--- src/rtl/uart_rx_controller_if.sv ---
`default_nettype none
// ----------------------------------------------------------------------------
// uart_rx_controller_if: receiver, control and host-read signals of the RX controller
// Rev 1.0
// ----------------------------------------------------------------------------
interface uart_rx_controller_if #(
   parameter int ADDR_W = 3
);
   logic              enable;
   logic              auto_baud;
   logic [2:0]        baud_init;
   logic              rx_done;
   logic [7:0]        rx_data;
   logic              rx_ferror;
   logic              rx_perror;
   logic              rx_en;
   logic [2:0]        baud_select;
   logic              rd_en;
   logic              clr_status;
   logic [7:0]        rd_data;
   logic              empty;
   logic              full;
   logic [ADDR_W:0]   count;
   logic              overrun;
   logic [7:0]        err_count;
   logic              baud_locked;

   modport master (
      output enable, auto_baud, baud_init, rx_done, rx_data, rx_ferror, rx_perror,
             rd_en, clr_status,
      input  rx_en, baud_select, rd_data, empty, full, count, overrun, err_count,
             baud_locked
   );

   modport slave (
      input  enable, auto_baud, baud_init, rx_done, rx_data, rx_ferror, rx_perror,
             rd_en, clr_status,
      output rx_en, baud_select, rd_data, empty, full, count, overrun, err_count,
             baud_locked
   );
endinterface
`default_nettype wire

--- src/rtl/uart_rx_controller.sv ---
`default_nettype none
// ----------------------------------------------------------------------------
// uart_rx_controller: receiver enable/auto-baud sequencing, RX FIFO and error stats
// Rev 1.0
// ----------------------------------------------------------------------------
module uart_rx_controller #(
   parameter int FIFO_DEPTH = 8,
   parameter int ADDR_W     = 3,
   parameter int ERR_LIMIT  = 4,
   parameter int SETTLE     = 16
) (
   input  wire logic          clk,
   input  wire logic          rst,
   uart_rx_controller_if.slave io_bus
);

   typedef enum logic [1:0] {
      S_OFF    = 2'd0,
      S_LISTEN = 2'd1,
      S_RETUNE = 2'd2
   } state_t;

   localparam logic [3:0]      c_ERR_LIMIT   = 4'(ERR_LIMIT);
   localparam logic [7:0]      c_SETTLE_LAST = 8'(SETTLE - 1);
   localparam logic [ADDR_W:0] c_DEPTH       = (ADDR_W + 1)'(FIFO_DEPTH);

   state_t            r_state;
   state_t            w_state_nxt;
   logic              r_rx_en;
   logic [2:0]        r_baud;
   logic              r_locked;
   logic [3:0]        r_cerr;
   logic [7:0]        r_settle;
   logic [7:0]        r_mem [FIFO_DEPTH];
   logic [ADDR_W-1:0] r_wr_ptr;
   logic [ADDR_W-1:0] r_rd_ptr;
   logic [ADDR_W:0]   r_count;
   logic [7:0]        r_rd_data;
   logic              r_empty;
   logic              r_full;
   logic              r_overrun;
   logic [7:0]        r_err_count;

   logic              w_eval;
   logic              w_good;
   logic              w_bad;
   logic              w_pop;
   logic              w_wr;
   logic              w_drop;
   logic              w_enter_listen;
   logic              w_enter_retune;
   logic [3:0]        w_cerr_inc;
   logic [ADDR_W:0]   w_count_nxt;

   always_comb begin
      w_eval      = (r_state == S_LISTEN) && io_bus.enable && io_bus.rx_done;
      w_good      = w_eval && !io_bus.rx_ferror && !io_bus.rx_perror;
      w_bad       = w_eval && (io_bus.rx_ferror || io_bus.rx_perror);
      w_cerr_inc  = (r_cerr == 4'hF) ? r_cerr : r_cerr + 4'd1;
      w_pop       = io_bus.rd_en && !r_empty;
      // A full FIFO still accepts a byte when the same cycle frees a slot.
      w_wr        = w_good && (!r_full || w_pop);
      w_drop      = w_good && r_full && !w_pop;
      w_count_nxt = r_count + (ADDR_W + 1)'(w_wr) - (ADDR_W + 1)'(w_pop);
   end

   always_comb begin
      w_state_nxt = r_state;
      if (!io_bus.enable) begin
         w_state_nxt = S_OFF;
      end else begin
         case (r_state)
            S_OFF:    w_state_nxt = S_LISTEN;
            S_LISTEN: if (w_bad && io_bus.auto_baud && !r_locked &&
                          (w_cerr_inc >= c_ERR_LIMIT))
                         w_state_nxt = S_RETUNE;
            S_RETUNE: if (r_settle == c_SETTLE_LAST)
                         w_state_nxt = S_LISTEN;
            default:  w_state_nxt = S_OFF;
         endcase
      end
      w_enter_listen = (r_state == S_OFF) && (w_state_nxt == S_LISTEN);
      w_enter_retune = (r_state == S_LISTEN) && (w_state_nxt == S_RETUNE);
   end

   always_ff @(posedge clk or posedge rst) begin
      if (rst) r_state <= S_OFF;
      else     r_state <= w_state_nxt;
   end

   always_ff @(posedge clk or posedge rst) begin
      if (rst) begin
         r_rx_en     <= 1'b0;
         r_baud      <= 3'd0;
         r_locked    <= 1'b0;
         r_cerr      <= 4'd0;
         r_settle    <= 8'd0;
         r_wr_ptr    <= '0;
         r_rd_ptr    <= '0;
         r_count     <= '0;
         r_rd_data   <= 8'd0;
         r_empty     <= 1'b1;
         r_full      <= 1'b0;
         r_overrun   <= 1'b0;
         r_err_count <= 8'd0;
      end else begin
         r_rx_en <= (w_state_nxt == S_LISTEN);

         if (w_enter_listen) begin
            r_baud   <= io_bus.baud_init;
            r_locked <= 1'b0;
            r_cerr   <= 4'd0;
         end else if (w_enter_retune) begin
            r_baud <= r_baud + 3'd1;
            r_cerr <= 4'd0;
         end else if (w_good) begin
            r_cerr   <= 4'd0;
            r_locked <= 1'b1;
         end else if (w_bad) begin
            r_cerr <= w_cerr_inc;
         end

         // Settle counter only advances while staying in RETUNE; zero elsewhere.
         if ((r_state == S_RETUNE) && (w_state_nxt == S_RETUNE))
            r_settle <= r_settle + 8'd1;
         else
            r_settle <= 8'd0;

         if (w_wr) r_wr_ptr <= r_wr_ptr + ADDR_W'(1);
         if (w_pop) begin
            r_rd_ptr  <= r_rd_ptr + ADDR_W'(1);
            r_rd_data <= r_mem[r_rd_ptr];
         end
         r_count <= w_count_nxt;
         r_empty <= (w_count_nxt == '0);
         r_full  <= (w_count_nxt == c_DEPTH);

         if (io_bus.clr_status) begin
            r_overrun   <= 1'b0;
            r_err_count <= 8'd0;
         end else begin
            if (w_drop) r_overrun <= 1'b1;
            if (w_bad && (r_err_count != 8'hFF)) r_err_count <= r_err_count + 8'd1;
         end
      end
   end

   always_ff @(posedge clk) begin
      if (w_wr) r_mem[r_wr_ptr] <= io_bus.rx_data;
   end

   assign io_bus.rx_en       = r_rx_en;
   assign io_bus.baud_select = r_baud;
   assign io_bus.baud_locked = r_locked;
   assign io_bus.rd_data     = r_rd_data;
   assign io_bus.empty       = r_empty;
   assign io_bus.full        = r_full;
   assign io_bus.count       = r_count;
   assign io_bus.overrun     = r_overrun;
   assign io_bus.err_count   = r_err_count;

endmodule
`default_nettype wire

--- src/flat_wrapper.sv ---
// flat-port wrapper written by rule: the top's interface ports become plain ports
module uart_rx_controller_flat 
#(
   parameter int FIFO_DEPTH = 8,
   parameter int ADDR_W     = 3,
   parameter int ERR_LIMIT  = 4,
   parameter int SETTLE     = 16
)
  (clk, rst, io_bus_enable, io_bus_auto_baud, io_bus_baud_init, io_bus_rx_done, io_bus_rx_data, io_bus_rx_ferror, io_bus_rx_perror, io_bus_rd_en, io_bus_clr_status, io_bus_rx_en, io_bus_baud_select, io_bus_rd_data, io_bus_empty, io_bus_full, io_bus_count, io_bus_overrun, io_bus_err_count, io_bus_baud_locked);
  uart_rx_controller_if #(.ADDR_W(ADDR_W)) io_bus_i ();
  input  wire logic clk;
  input  wire logic rst;
  input wire logic [$bits(io_bus_i.enable)-1:0] io_bus_enable;
  input wire logic [$bits(io_bus_i.auto_baud)-1:0] io_bus_auto_baud;
  input wire logic [$bits(io_bus_i.baud_init)-1:0] io_bus_baud_init;
  input wire logic [$bits(io_bus_i.rx_done)-1:0] io_bus_rx_done;
  input wire logic [$bits(io_bus_i.rx_data)-1:0] io_bus_rx_data;
  input wire logic [$bits(io_bus_i.rx_ferror)-1:0] io_bus_rx_ferror;
  input wire logic [$bits(io_bus_i.rx_perror)-1:0] io_bus_rx_perror;
  input wire logic [$bits(io_bus_i.rd_en)-1:0] io_bus_rd_en;
  input wire logic [$bits(io_bus_i.clr_status)-1:0] io_bus_clr_status;
  output wire logic [$bits(io_bus_i.rx_en)-1:0] io_bus_rx_en;
  output wire logic [$bits(io_bus_i.baud_select)-1:0] io_bus_baud_select;
  output wire logic [$bits(io_bus_i.rd_data)-1:0] io_bus_rd_data;
  output wire logic [$bits(io_bus_i.empty)-1:0] io_bus_empty;
  output wire logic [$bits(io_bus_i.full)-1:0] io_bus_full;
  output wire logic [$bits(io_bus_i.count)-1:0] io_bus_count;
  output wire logic [$bits(io_bus_i.overrun)-1:0] io_bus_overrun;
  output wire logic [$bits(io_bus_i.err_count)-1:0] io_bus_err_count;
  output wire logic [$bits(io_bus_i.baud_locked)-1:0] io_bus_baud_locked;
  assign io_bus_i.enable = io_bus_enable;
  assign io_bus_i.auto_baud = io_bus_auto_baud;
  assign io_bus_i.baud_init = io_bus_baud_init;
  assign io_bus_i.rx_done = io_bus_rx_done;
  assign io_bus_i.rx_data = io_bus_rx_data;
  assign io_bus_i.rx_ferror = io_bus_rx_ferror;
  assign io_bus_i.rx_perror = io_bus_rx_perror;
  assign io_bus_i.rd_en = io_bus_rd_en;
  assign io_bus_i.clr_status = io_bus_clr_status;
  assign io_bus_rx_en = io_bus_i.rx_en;
  assign io_bus_baud_select = io_bus_i.baud_select;
  assign io_bus_rd_data = io_bus_i.rd_data;
  assign io_bus_empty = io_bus_i.empty;
  assign io_bus_full = io_bus_i.full;
  assign io_bus_count = io_bus_i.count;
  assign io_bus_overrun = io_bus_i.overrun;
  assign io_bus_err_count = io_bus_i.err_count;
  assign io_bus_baud_locked = io_bus_i.baud_locked;
  uart_rx_controller #(.FIFO_DEPTH(FIFO_DEPTH), .ADDR_W(ADDR_W), .ERR_LIMIT(ERR_LIMIT), .SETTLE(SETTLE)) u_core (.clk(clk), .rst(rst), .io_bus(io_bus_i));
endmodule
--- config.mk ---
export PLATFORM = sky130hd
export DESIGN_NAME = uart_rx_controller_flat
export DESIGN_NICKNAME = d
export VERILOG_FILES = /design/src/rtl/uart_rx_controller_if.sv /design/src/rtl/uart_rx_controller.sv /design/src/flat_wrapper.sv
export SDC_FILE = /design/constraint.sdc
export NUM_CORES = 1
export LEC_CHECK = 0
export BUFFER_PORTS_ARGS = -buffer_cell sky130_fd_sc_hd__buf_2
export CORE_MARGIN = 2
export CORE_UTILIZATION = 60
export DETAILED_ROUTE_END_ITERATION = 6
export PLACE_DENSITY = 0.81
export SLEW_MARGIN = 10
export SYNTH_ARGS = -nofsm -noshare
export SYNTH_HDL_FRONTEND = slang
export SYNTH_SLANG_ARGS = --single-unit
export TNS_END_PERCENT = 100
--- constraint.sdc ---
create_clock -name clk -period 3.7 [get_ports clk]
set_input_delay 0 -clock clk [delete_from_list [all_inputs] [get_ports clk]]
set_output_delay 0 -clock clk [all_outputs]
set_load 0.05 [all_outputs]
-- Yosys cells after proc, flatten, opt, wreduce, memory -nomap -nowiden
Memory sizes are Yosys's and may differ from the RTL's. A register that Yosys moved wholly into a read port is not among the register bits.
Index checks and enable logic that the tools add are counted.
- memories kept: 1
- register bits after elaboration: 40
- logic and storage cells: 85
- memory bits (writable): 64
- input port bits: 20
- output and inout port bits: 28
- memory list (memory ; words ; width ; read ports ; clocked after memory_dff ; write ports ; RTL line ; source):
    u_core.r_mem ; 8 ; 8 ; 1 ; 1 ; 1 ; uart_rx_controller.sv:34 ; logic [7:0] r_mem [FIFO_DEPTH];
- $lt $le $gt $ge: 1
- reductions and logical operators: 32
- eq/ne operators: 9
- add/sub/neg operators: 8
- mux-type cells: 21
- operators by type and width (kind ; number):
    $mux 8 ; 3
    $mux 4 ; 5
    $add 8x1->8 const B ; 2
    $logic_and 1x1->1 ; 16
    $add 3x1->3 const B ; 3
    $eq 4x4->1 const B ; 2
    $eq 8x4->1 const B ; 1
    $ne 8x8->1 const B ; 1
    $reduce_bool 2->1 ; 4
    $mux 1 ; 7
    $logic_not 1->1 ; 6
    $mux 2 ; 3
    $mux 3 ; 2
    $pmux 2 s3 ; 1
    $add 4x1->4 ; 1
    $add 4x1->4 const B ; 1
    $eq 2x1->1 const B ; 2
    $eq 2x2->1 const B ; 2
    $ge 4x3->1 const B ; 1
    $logic_not 4->1 ; 1
    $reduce_bool 4->1 ; 1
    $sub 4x1->4 ; 1
    $logic_not 2->1 ; 1
    $logic_or 1x1->1 ; 2
    other kinds (2) ; 2

-- Logic depth before layout (Yosys ltp)
Gate-level depths: netlist of run 1.
- word-level depth: 14
- mapped depth: 10
- gate-level depth less buffers: 9

-- Least setup slack after synthesis of run 1
Ideal clock, no wire load.
- path type: register to register
- from: register u_core.r_empty (netlist: u_core.io_bus.empty)
- to: register u_core.r_full (netlist: u_core.io_bus.full)
- slack: 1015 ps
- cell stages (with the launch flop): 11
- data required time: 3627 ps
- buffers on the path: 1
- setup time: 73 ps
- clock period less this slack: 2685 ps
- arrival time: 2613 ps
- cell sequence: dfstp_2 nand2b_1 clkbuf_1 inv_1 ha_1 inv_1 ha_1 fa_1 xor2_1 or3_1 nor2b_1
- cells in the longest elaborated chain, start to end: 7
- ends and longest elaborated chain (item ; RTL line ; source):
    start, declared ; uart_rx_controller.sv:39 ; logic r_empty;
    start signal, assigned ; uart_rx_controller.sv:135 ; r_empty <= (w_count_nxt == '0);
    $logic_not 1->1 * ; uart_rx_controller.sv:60 ; w_pop = io_bus.rd_en && !r_empty;
    $logic_and 1x1->1 * ; uart_rx_controller.sv:60 ;
    net u_core.w_pop ; uart_rx_controller.sv:47 ; logic w_pop;
    $logic_or 1x1->1 ; uart_rx_controller.sv:62 ; w_wr = w_good && (!r_full || w_pop);
    $logic_and 1x1->1 ; uart_rx_controller.sv:62 ;
    $add 4x1->4 ; uart_rx_controller.sv:64 ; w_count_nxt = r_count + (ADDR_W + 1)'(w_wr) - (ADDR_W + 1)'(w_pop);
    $sub 4x1->4 * ; uart_rx_controller.sv:64 ;
    net u_core.w_count_nxt[2] ; uart_rx_controller.sv:53 ; logic [ADDR_W:0] w_count_nxt;
    $eq 4x4->1 * ; uart_rx_controller.sv:136 ; r_full <= (w_count_nxt == c_DEPTH);
    end signal, assigned ; uart_rx_controller.sv:136 ;
    end, declared ; uart_rx_controller.sv:40 ; logic r_full;
The timed path passes the listed nets; every way through them passes the cells marked *.
A chain may end at the register's enable or synchronous reset.

-- Worst setup path after layout of run 1
Ends and elaborated chain as after synthesis.

==> flow_metrics.py, run 1 <==
metrics = {
    "synth": {
        "synth.yosys.warnings": 0,
        "synth-simple-area-share": 0.106,
        "synthCells": 324,
        "synthAdderAreaFrac": 0.0307,
        "synth_seq_cells": 112,
        "synth_area_sq_um": 4730,
        "synth_top_family_by_area": "simple AND/OR/NAND/NOR gates",
        "synth_cell_types": 52,
        "synth_edf_count": 64,
        "synth_compound_area_frac": 0.0553,
        "synthMuxAreaShare": 0.0977,
        "avgSynthCellArea_sq_um": 14.6,
        "synth_xor_xnor_area_share": 0.0315,
        "ys.flop_type": "edfxtp_1",
        "async_reset_ff_frac": 0.429,
        "ys_seq_area_frac": 0.661,
        "synth_fp_nets": 355,
    },
    "run": {
        "maxCapViolCount": 0,
    },
    "global_route": {
        "grt_overflow_total": 0,
        "grt_max_degree": 49,
        "antenna_found_initial": 0,
        "first_global_vias": 2895,
        "grt_pass1_wl_mm": 14.2,
        "grt_usage": 0.216,
    },
    "sta": {
        "tightest_slew_ns": 1.08,
        "maxSlewViolCount": 0,
        "setup_viol": 0,
        "hold_ws_ns": 0.137,
        "fin_crit_sh": 0.701,
        "fmax_mhz": 385,
        "clock_skew_ns": 0.0137,
        "slew_headroom": 0.279,
        "setup_tns_ns": 0,
        "rsz0062_at_grt": "false",
        "period_minus_slack_ns": 2.59,
        "hold_violations": 0,
    },
    "cts": {
        "post_cts_buffers": 0,
        "cts_tree": "built",
        "cts_max_level": 3,
        "clk_pin_slew_ns": 0.11,
        "clk_latency_ns": 0.37,
        "cts.repair.resized": 0,
        "cts_max_path_buffers": 2,
        "cts_hold_buf": 14,
        "clkSinkCount": 112,
        "numCtsBuffers": 9,
        "cts-root-buf": "clkbuf_8",
    },
    "setup_path": {
        "path_max_fanout": 21,
        "cp-end-kind": "register",
        "ff2ff_path_depth": 10,
        "crit_type": "reg -> reg",
        "r2r-end": "u_core.io_bus.full",
        "critical_path_arrival_ns": 2.89,
        "critPathLaunchType": "register",
        "max_stage_delay_ns": 0.55,
        "slowest_stage": "dfstp_2",
        "crit_family": "adder cells",
        "rrSetupSlack_ns": 1.11,
        "r2r-start": "u_core.io_bus.empty",
        "path_buf_inv": 3,
        "crit_required_ns": 4.00,
        "path_cells": "nand2b_1 -> buf_4 -> inv_1 -> ha_1 -> inv_1 -> ha_1 -> fa_1 -> xor2_1 -> or3_1 -> nor2b_1",
    },
    "drt": {
        "postRouteAntennaNets": 0,
        "vias_per_cell": 5.68,
        "drt-pass1-iter-count": 4,
        "avgRoutedWirePerCell_um": 17.1,
        "initialDrtViolationCount": 133,
        "routed_wl_mm": 8.50,
        "routed-via-count": 2822,
        "drc": 0,
    },
    "min_path": {
        "whs_path_depth": 5,
        "holdPathEnd": "u_core.io_bus.baud_select[1]",
        "hp-class": "in -> reg",
        "hold_start": "io_bus_auto_baud",
    },
    "die": {
        "start_util": 0.615,
        "dieHeight_um": 92.8,
        "core_sq_um": 7690,
        "io-pin-count": 48,
        "die_area_sq_um": 8600,
        "num_rows": 32,
        "die_w_um": 92.8,
    },
    "cells_and_area": {
        "n_fill_cell": 540,
        "drive_gt1_frac": 0.225,
        "final_util": 0.703,
        "area_growth_pct": 14.3,
        "finalNetCount": 421,
        "n_antenna_cell": 0,
    },
    "outcome": {
        "status": "finished, final reports clean",
    },
    "pwr": {
        "p_per_area_nw_per_um2": 600,
        "totalPowerFinal_uw": 3240,
        "peakVddDrop_uv": 366,
        "p_leak_uw": 0.00213,
    },
    "placed_design": {
        "hpwlAfterDp_mm": 5.98,
        "place_congestion": 0.852,
        "portBuffers": 47,
    },
}
worst register-to-register path: cells and delay by family, from the launching register on:
family | cells | cell delay, ns
fa+ha+maj | 3 | 0.88
simple gates | 3 | 0.56
flops | 1 | 0.55
buf+inv | 3 | 0.38
xor+xnor | 1 | 0.17
synthesized netlist by cell type, drive strengths merged (3+ instances only):
| master | count | area share |
|---|---|---|
| edfxtp | 64 | 0.41 |
| dfrtp | 47 | 0.25 |
| nor2 | 29 | 0.023 |
| nand2 | 24 | 0.019 |
| mux4 | 16 | 0.076 |
| inv | 13 | 0.010 |
| xnor2 | 12 | 0.022 |
| o21ai | 11 | 0.012 |
| ha | 10 | 0.026 |
| a21oi | 9 | 0.0095 |
| mux2i | 9 | 0.019 |
| nand3 | 7 | 0.0074 |
| nor3 | 7 | 0.0074 |
| buf | 6 | 0.0056 |
| nand2b | 6 | 0.0079 |
| xor2 | 5 | 0.0093 |
| a21o | 3 | 0.0048 |
| clkbuf | 3 | 0.0024 |
| nand3b | 3 | 0.0048 |
| or4 | 3 | 0.0056 |
cell families after synthesis:
| kind of cell | after synthesis |
|---|---|
| AND/OR/NAND/NOR | 97 |
| adder cells (fa/ha/maj) | 11 |
| XOR/XNOR | 17 |
| flip-flops | 112 |
| AO/OA/AOI/OAI | 39 |
| multiplexers | 26 |
| buffers and inverters | 22 |
flip-flops by register name (all words and copies together) (netlist names):
register,cells
u_core.r_rd_ptr,3
u_core.io_bus.rx_en,1
u_core.io_bus.empty,1
u_core.r_settle,8
u_core.io_bus.count,4
u_core.io_bus.baud_select,3
u_core.io_bus.full,1
u_core.io_bus.overrun,1
u_core.r_state,2
u_core.r_wr_ptr,3
u_core.io_bus.baud_locked,1
u_core.io_bus.err_count,8
u_core.r_mem,64
u_core.io_bus.rd_data,8
u_core.r_cerr,4
placed cells by master, fill, tap and decap left out, drive strengths merged, types with 5 or more instances in the layout:
cell / n
mux4: 16
dfrtp: 47
xnor2: 12
ha: 10
nand2: 24
xor2: 5
inv: 17
a21oi: 9
buf: 50
edfxtp: 64
nand3: 7
nor2: 29
nor3: 7
clkbuf: 10
dlygate4sd3: 14
mux2i: 9
o21ai: 11
nand2b: 6
how the worst max path moves through the flow:
| stage | from | end | slack (ns) | cells after the start |
|---|---|---|---|---|
| 2_1_floorplan | u_core.io_bus.empty | u_core.io_bus.full | 1.01 | 10 |
| 3_3_place_gp | u_core.io_bus.empty | u_core.io_bus.full | 1.26 | 10 |
| 3_5_place_dp | u_core.io_bus.empty | u_core.io_bus.full | 1.13 | 10 |
| 4_1_cts | u_core.io_bus.empty | u_core.io_bus.full | 1.10 | 10 |
| 5_1_grt | u_core.io_bus.empty | u_core.io_bus.empty | 0.97 | 10 |
| 6_report | u_core.io_bus.empty | u_core.io_bus.full | 1.11 | 10 |
through the flow:
stage / cells / setup WS [ns] / cell area, sq um
after floorplan: 324 / 1.01 / 4730
after global placement: 467 / 1.26 / 5070
after detailed placement: 467 / 1.13 / 5070
after CTS: 497 / 1.10 / 5400
after global routing: 497 / 0.972 / 5400
final: 497 / 1.11 / 5400
cell type report:
cell class	count	area (sq um)	area share
clock buffer	10	128	0.0236
clock inverter	6	61.3	0.0113
inverter	13	48.8	0.00903
multi-input combinational	190	1520	0.281
sequential	112	3120	0.578
tap	102	128	0.0236
timing repair buffer	64	398	0.0736
power by group:
| part | switching, uW | total [uW] | internal (uW) |
|---|---|---|---|
| Combinational | 530 | 921 | 391 |
| Clock | 429 | 693 | 263 |
| Sequential | 193 | 1630 | 1440 |
| Total | 1150 | 3240 | 2090 |
metal layers:
layer | vias to the layer above | wire length [um] | global-route usage
met5 | - | 0 | 0
met4 | 0 | 91 | 0.0650
met3 | 10 | 398 | 0.0488
met2 | 84 | 4420 | 0.362
met1 | 1393 | 3590 | 0.285
li1 | 1335 | - | -
Power figures use the tool's default switching activity.
==> run 2: changes to the inputs <==
--- a/config.mk
+++ b/config.mk
@@ -7,9 +7,9 @@
 export LEC_CHECK = 0
 export BUFFER_PORTS_ARGS = -buffer_cell sky130_fd_sc_hd__buf_2
 export CORE_MARGIN = 2
-export CORE_UTILIZATION = 60
+export CORE_UTILIZATION = 53
 export DETAILED_ROUTE_END_ITERATION = 6
-export PLACE_DENSITY = 0.81
+export PLACE_DENSITY = 0.76
 export SLEW_MARGIN = 10
 export SYNTH_ARGS = -nofsm -noshare
 export SYNTH_HDL_FRONTEND = slang
==> constraint.sdc (replaced) <==
create_clock -name clk -period 2.3 [get_ports clk]
set_input_delay 0 -clock clk [delete_from_list [all_inputs] [get_ports clk]]
set_output_delay 0 -clock clk [all_outputs]
set_load 0.05 [all_outputs]
==> run 2 against run 1 <==
Effect of this change: wire length increased by 0.58%; largest power group unchanged; clock power increased by 75%; non-clock buffer count rose by 15; maximum frequency up 19%; global-route usage down 2.7 points; worst hold slack got worse by 0.12 ns.
==> flow_metrics.py, run 2 (same netlist as run 1, synthesis figures left out) <==
metrics = {
    "pwr": {
        "clockPowerShare": 0.226,
        "p_seq_frac": 0.465,
        "p_sw_uw": 1930,
        "intPower_uw": 3440,
        "power.share.switching": 0.360,
        "totalPowerFinal_uw": 5370,
        "p_comb_frac": 0.309,
        "p_per_area_nw_per_um2": 960,
        "p_leak_uw": 0.00222,
        "peakVddDrop_uv": 505,
    },
    "die": {
        "dieHeight_um": 98.4,
        "start_util": 0.545,
        "io-pin-count": 48,
        "core_sq_um": 8680,
        "num_rows": 34,
        "die_w_um": 98.4,
        "die_area_sq_um": 9690,
    },
    "cts": {
        "cts.repair.resized": 0,
        "cts-root-buf": "clkbuf_8",
        "cts_tree": "built",
        "cts_max_path_buffers": 2,
        "clk_pin_slew_ns": 0.12,
        "cts_max_level": 3,
        "cts_hold_buf": 14,
        "post_cts_buffers": 0,
        "clkSinkCount": 112,
        "numCtsBuffers": 9,
        "clk_latency_ns": 0.38,
    },
    "setup_path": {
        "critical_path_arrival_ns": 2.50,
        "critPathLaunchType": "register",
        "path_cells": "nand2b_4 -> inv_4 -> ha_4 -> inv_2 -> ha_4 -> fa_2 -> or3_1 -> nor2b_1",
        "crit_start": "u_core.io_bus.empty",
        "slowest_stage": "dfstp_2",
        "path_common_cell": "ha_4",
        "crit_family": "adder cells",
        "max_stage_delay_ns": 0.55,
        "cp-end-kind": "register",
        "path_buf_inv": 2,
        "path_max_fanout": 4,
        "r2r-start": "u_core.io_bus.empty",
        "crit_required_ns": 2.61,
        "crit_type": "reg -> reg",
    },
    "drt": {
        "routed-via-count": 2826,
        "routed_wl_mm": 8.55,
        "postRouteAntennaNets": 0,
        "drt-pass1-iter-count": 5,
        "avgRoutedWirePerCell_um": 16.5,
        "vias_per_cell": 5.46,
        "initialDrtViolationCount": 82,
        "drc": 0,
    },
    "sta": {
        "clock_skew_ns": 0.0159,
        "fin_crit_sh": 0.948,
        "hold_violations": 0,
        "maxSlewViolCount": 0,
        "setup_tns_ns": 0,
        "period_minus_slack_ns": 2.18,
        "setup_viol": 0,
        "rsz0062_at_grt": "false",
        "slew_headroom": 0.611,
        "tightest_slew_ns": 0.583,
        "fmax_mhz": 458,
    },
    "cells_and_area": {
        "finalNetCount": 436,
        "largest_reg_flops": 64,
        "regMostFlops": "u_core.r_mem",
        "layout_commonest_cell": "edfxtp_1",
        "final_util": 0.645,
        "layout_common_cells": "edfxtp_1 (64), buf_2 (47), dfrtp_1 (47), nor2_1 (29), nand2_1 (24)",
        "n_antenna_cell": 0,
        "drive_gt1_frac": 0.271,
        "area_growth_pct": 18.4,
        "n_fill_cell": 636,
        "final_cells": 518,
    },
    "min_path": {
        "hp-class": "in -> reg",
        "hold_start": "io_bus_rd_en",
    },
    "placed_design": {
        "dp.cells": 488,
        "place_congestion": 0.858,
        "portBuffers": 47,
        "hpwlAfterDp_mm": 5.66,
    },
    "global_route": {
        "grt_max_degree": 25,
        "grt_overflow_total": 0,
        "first_global_vias": 2900,
        "grt_usage": 0.189,
        "antenna_found_initial": 0,
        "grt_pass1_wl_mm": 14.1,
    },
    "run": {
        "maxCapViolCount": 0,
    },
    "outcome": {
        "status": "finished, final reports clean",
    },
}
==> run 2: changes by cell type in the layout (fill, tap and decap cells not counted), moves of 2 or more <==
| cell | change |
|---|---|
| inv_1 | -2 |
| buf_4 | +15 |
| ha_1 | -2 |
| inv_6 | -2 |
| ha_4 | +2 |
| clkinv_8 | +3 |
==> run 2: cell type report <==
class,count,area [sq um],area share
sequential,112,3120,0.558
multi-input combinational,190,1550,0.277
timing repair buffer,79,510,0.0912
tap,108,135,0.0241
clock buffer,9,124,0.0221
clock inverter,7,101,0.0181
inverter,13,51.3,0.00916
==> run 2: metal layers <==
layer / vias up / global-route usage / part of all wire
met5: - / 0 / 0
met4: 0 / 0.0453 / 0.0077
met3: 6 / 0.0433 / 0.047
met2: 74 / 0.333 / 0.52
met1: 1372 / 0.239 / 0.42
li1: 1374 / - / -
==> run 2: path summary, 6_finish.rpt <==
check,to,slack (ns),cells past startpoint
worst min register to register,u_core.io_bus.rd_data[2],0.49,2
min in group asynchronous,u_core.io_bus.rd_data[3],0.20,3
max in group asynchronous,u_core.io_bus.empty,1.43,4
worst max register to register,u_core.io_bus.full,0.12,8
worst max-delay path,u_core.io_bus.full,0.12,8
worst min-delay path,u_core.r_rd_ptr[1],0.01,5
==> run 2: power groups by stage <==
stage	logic (uW)	clock network, uW	registers [uW]
after floorplan	919	0	2890
after global placement	1620	0	2530
after detailed placement	1660	0	2540
after CTS	1680	1250	2500
after global routing	1800	1330	2530
final	1660	1210	2500
==> run 2: per-stage QoR <==
stage	worst slack (ns)	hold slack [ns]	area, sq um
final	0.119	0.0128	5600
after detailed placement	0.122	0.0839	5230
after global routing	0.00111	0.0160	5600
after floorplan	-0.158	0.0989	4770
after CTS	0.101	0.00675	5600
after global placement	0.171	0.0759	5230
==> run 2: worst min-delay path, stage by stage <==
cell and delay [ns]:
buf_2 0.10, nand2b_4 0.08, inv_4 0.07, nand2_1 0.05, nand2_1 0.05
==> run 3: changes to the inputs <==
==> constraint.sdc (replaced) <==
create_clock -name clk -period 2 [get_ports clk]
set_input_delay 0 -clock clk [delete_from_list [all_inputs] [get_ports clk]]
set_output_delay 0 -clock clk [all_outputs]
set_load 0.05 [all_outputs]
==> run 3 against run 2 <==
Effect of this change: the flow now finishes with violations (negative setup slack); global-route usage rose by 0.99 points; cell area rose by 2.7%; clock-buffer cell count unchanged; critical path type unchanged; critical endpoint unchanged; largest power group unchanged.
==> flow_metrics.py, run 3 (same netlist as run 1, synthesis figures left out) <==
metrics = {
    "outcome": {
        "status": "finished, violations left",
        "violations": "negative setup slack",
    },
    "drt": {
        "initialDrtViolationCount": 103,
        "routed-via-count": 2894,
        "postRouteAntennaNets": 0,
        "vias_per_cell": 5.49,
        "drt-pass1-iter-count": 4,
        "avgRoutedWirePerCell_um": 16.9,
        "drc": 0,
        "routed_wl_mm": 8.91,
    },
    "setup_path": {
        "critPathLaunchType": "register",
        "crit_family": "adder cells",
        "max_stage_delay_ns": 0.55,
        "crit_required_ns": 2.31,
        "path_cells": "nand2b_4 -> inv_4 -> ha_4 -> inv_2 -> ha_4 -> fa_2 -> xor2_1 -> or3_1 -> nor2b_1",
        "path_common_cell": "ha_4",
        "crit_type": "reg -> reg",
        "path_max_fanout": 4,
        "cp-end-kind": "register",
        "slowest_stage": "dfstp_2",
        "critical_path_arrival_ns": 2.48,
        "path_buf_inv": 2,
    },
    "cells_and_area": {
        "largest_reg_flops": 64,
        "drive_gt1_frac": 0.315,
        "final_cells": 527,
        "final_area_sq_um": 5750,
        "layout_common_cells": "edfxtp_1 (64), buf_2 (47), dfrtp_1 (47), nor2_1 (27), nand2_1 (23)",
        "layout_commonest_cell": "edfxtp_1",
        "n_antenna_cell": 0,
        "finalNetCount": 445,
        "n_fill_cell": 625,
        "final_util": 0.662,
        "area_growth_pct": 21.6,
        "regMostFlops": "u_core.r_mem",
    },
    "global_route": {
        "first_global_vias": 2951,
        "grt_usage": 0.199,
        "grt_max_degree": 25,
        "grt_pass1_wl_mm": 14.9,
        "grt_overflow_total": 0,
        "antenna_found_initial": 0,
    },
    "run": {
        "maxCapViolCount": 0,
    },
    "sta": {
        "fmax_mhz": 460,
        "setup_ws_ns": -0.176,
        "period_minus_slack_ns": 2.18,
        "rsz0062_at_grt": "true",
        "setup_tns_ns": -0.340,
        "hold_ws_ns": 0.102,
        "tightest_slew_ns": 0.590,
        "maxSlewViolCount": 0,
        "clock_skew_ns": 0.0211,
        "fin_crit_sh": 1.09,
        "slew_headroom": 0.607,
        "setup_viol": 2,
        "hold_violations": 0,
    },
    "placed_design": {
        "place_congestion": 0.827,
        "portBuffers": 47,
        "dp.cells": 492,
        "dpl_cell_area_sq_um": 5310,
        "hpwlAfterDp_mm": 6.08,
    },
    "die": {
        "num_rows": 34,
        "die_area_sq_um": 9690,
        "dieHeight_um": 98.4,
        "core_sq_um": 8680,
        "die_w_um": 98.4,
        "start_util": 0.545,
        "io-pin-count": 48,
    },
    "cts": {
        "clk_latency_ns": 0.38,
        "cts_tree": "built",
        "cts_max_level": 3,
        "clkSinkCount": 112,
        "numCtsBuffers": 9,
        "cts-root-buf": "clkbuf_8",
        "cts_max_path_buffers": 2,
        "clk_pin_slew_ns": 0.10,
    },
    "pwr": {
        "p_leak_uw": 0.00227,
        "p_per_area_nw_per_um2": 1090,
        "peakVddDrop_uv": 623,
    },
    "min_path": {
        "hp-class": "in -> reg",
    },
}
[run 3: changes by cell type in the layout (fill, tap and decap cells not counted), sizes merged]
cell,previous run,this run
buf,65,74
[run 3: power breakdown]
group / switching (uW) / internal [uW] / total [uW]
Clock: 842 / 508 / 1350
Combinational: 1180 / 832 / 2010
Sequential: 219 / 2660 / 2880
Total: 2240 / 4000 / 6240
[run 3: final timing paths]
check	end	start	slack [ns]	depth (start not counted)
setup / recovery	u_core.io_bus.full	u_core.io_bus.empty	-0.18	9
hold / removal	u_core.r_rd_ptr[1]	io_bus_rd_en	0.10	5
setup reg to reg	u_core.io_bus.full	u_core.io_bus.empty	-0.18	9
hold reg to reg	u_core.r_settle[0]	u_core.r_settle[0]	0.47	1
max in group asynchronous	u_core.io_bus.err_count[3]	rst	1.22	4
min in group asynchronous	u_core.r_settle[5]	rst	0.20	3
[run 3: final cells by class]
type | count | area [sq um] | share of cell area
Multi-Input combinational cell | 190 | 1620 | 0.282
Inverter | 13 | 51.3 | 0.00892
Clock buffer | 9 | 124 | 0.0215
Clock inverter | 7 | 86.3 | 0.0150
Timing Repair Buffer | 88 | 606 | 0.105
Sequential cell | 112 | 3120 | 0.544
Tap cell | 108 | 135 | 0.0235
[run 3: what timing repair did]
| item | in CTS | in global routing |
|---|---|---|
| pin swaps | 2 | 2 |
| hold buffers | 14 | 0 |
| resized for setup | 2 | 13 |
| hold endpoints to repair | 102 | 0 |
| buffers inserted | 3 | 2 |
| setup endpoints to repair | 6 | 38 |
[run 3: metal layers]
metal / routed length (um) / global-route usage
met1: 3990 / 0.268
met3: 356 / 0.0468
met4: 180 / 0.0717
met2: 4370 / 0.321
met5: 0 / 0
[run 3: through the flow]
stage | setup slack (ns) | total power, uW
3_5_place_dp | -0.184 | 4920
2_1_floorplan | -0.458 | 4420
5_1_grt | -0.272 | 6600
6_report | -0.176 | 6240
4_1_cts | -0.170 | 6310
3_3_place_gp | -0.132 | 4870
[run 3: worst min-delay path, stage by stage]
cell and delay [ns]:
buf_2 0.11, nand2b_4 0.08, buf_4 0.15, nand2_1 0.05
nand2_1 0.05
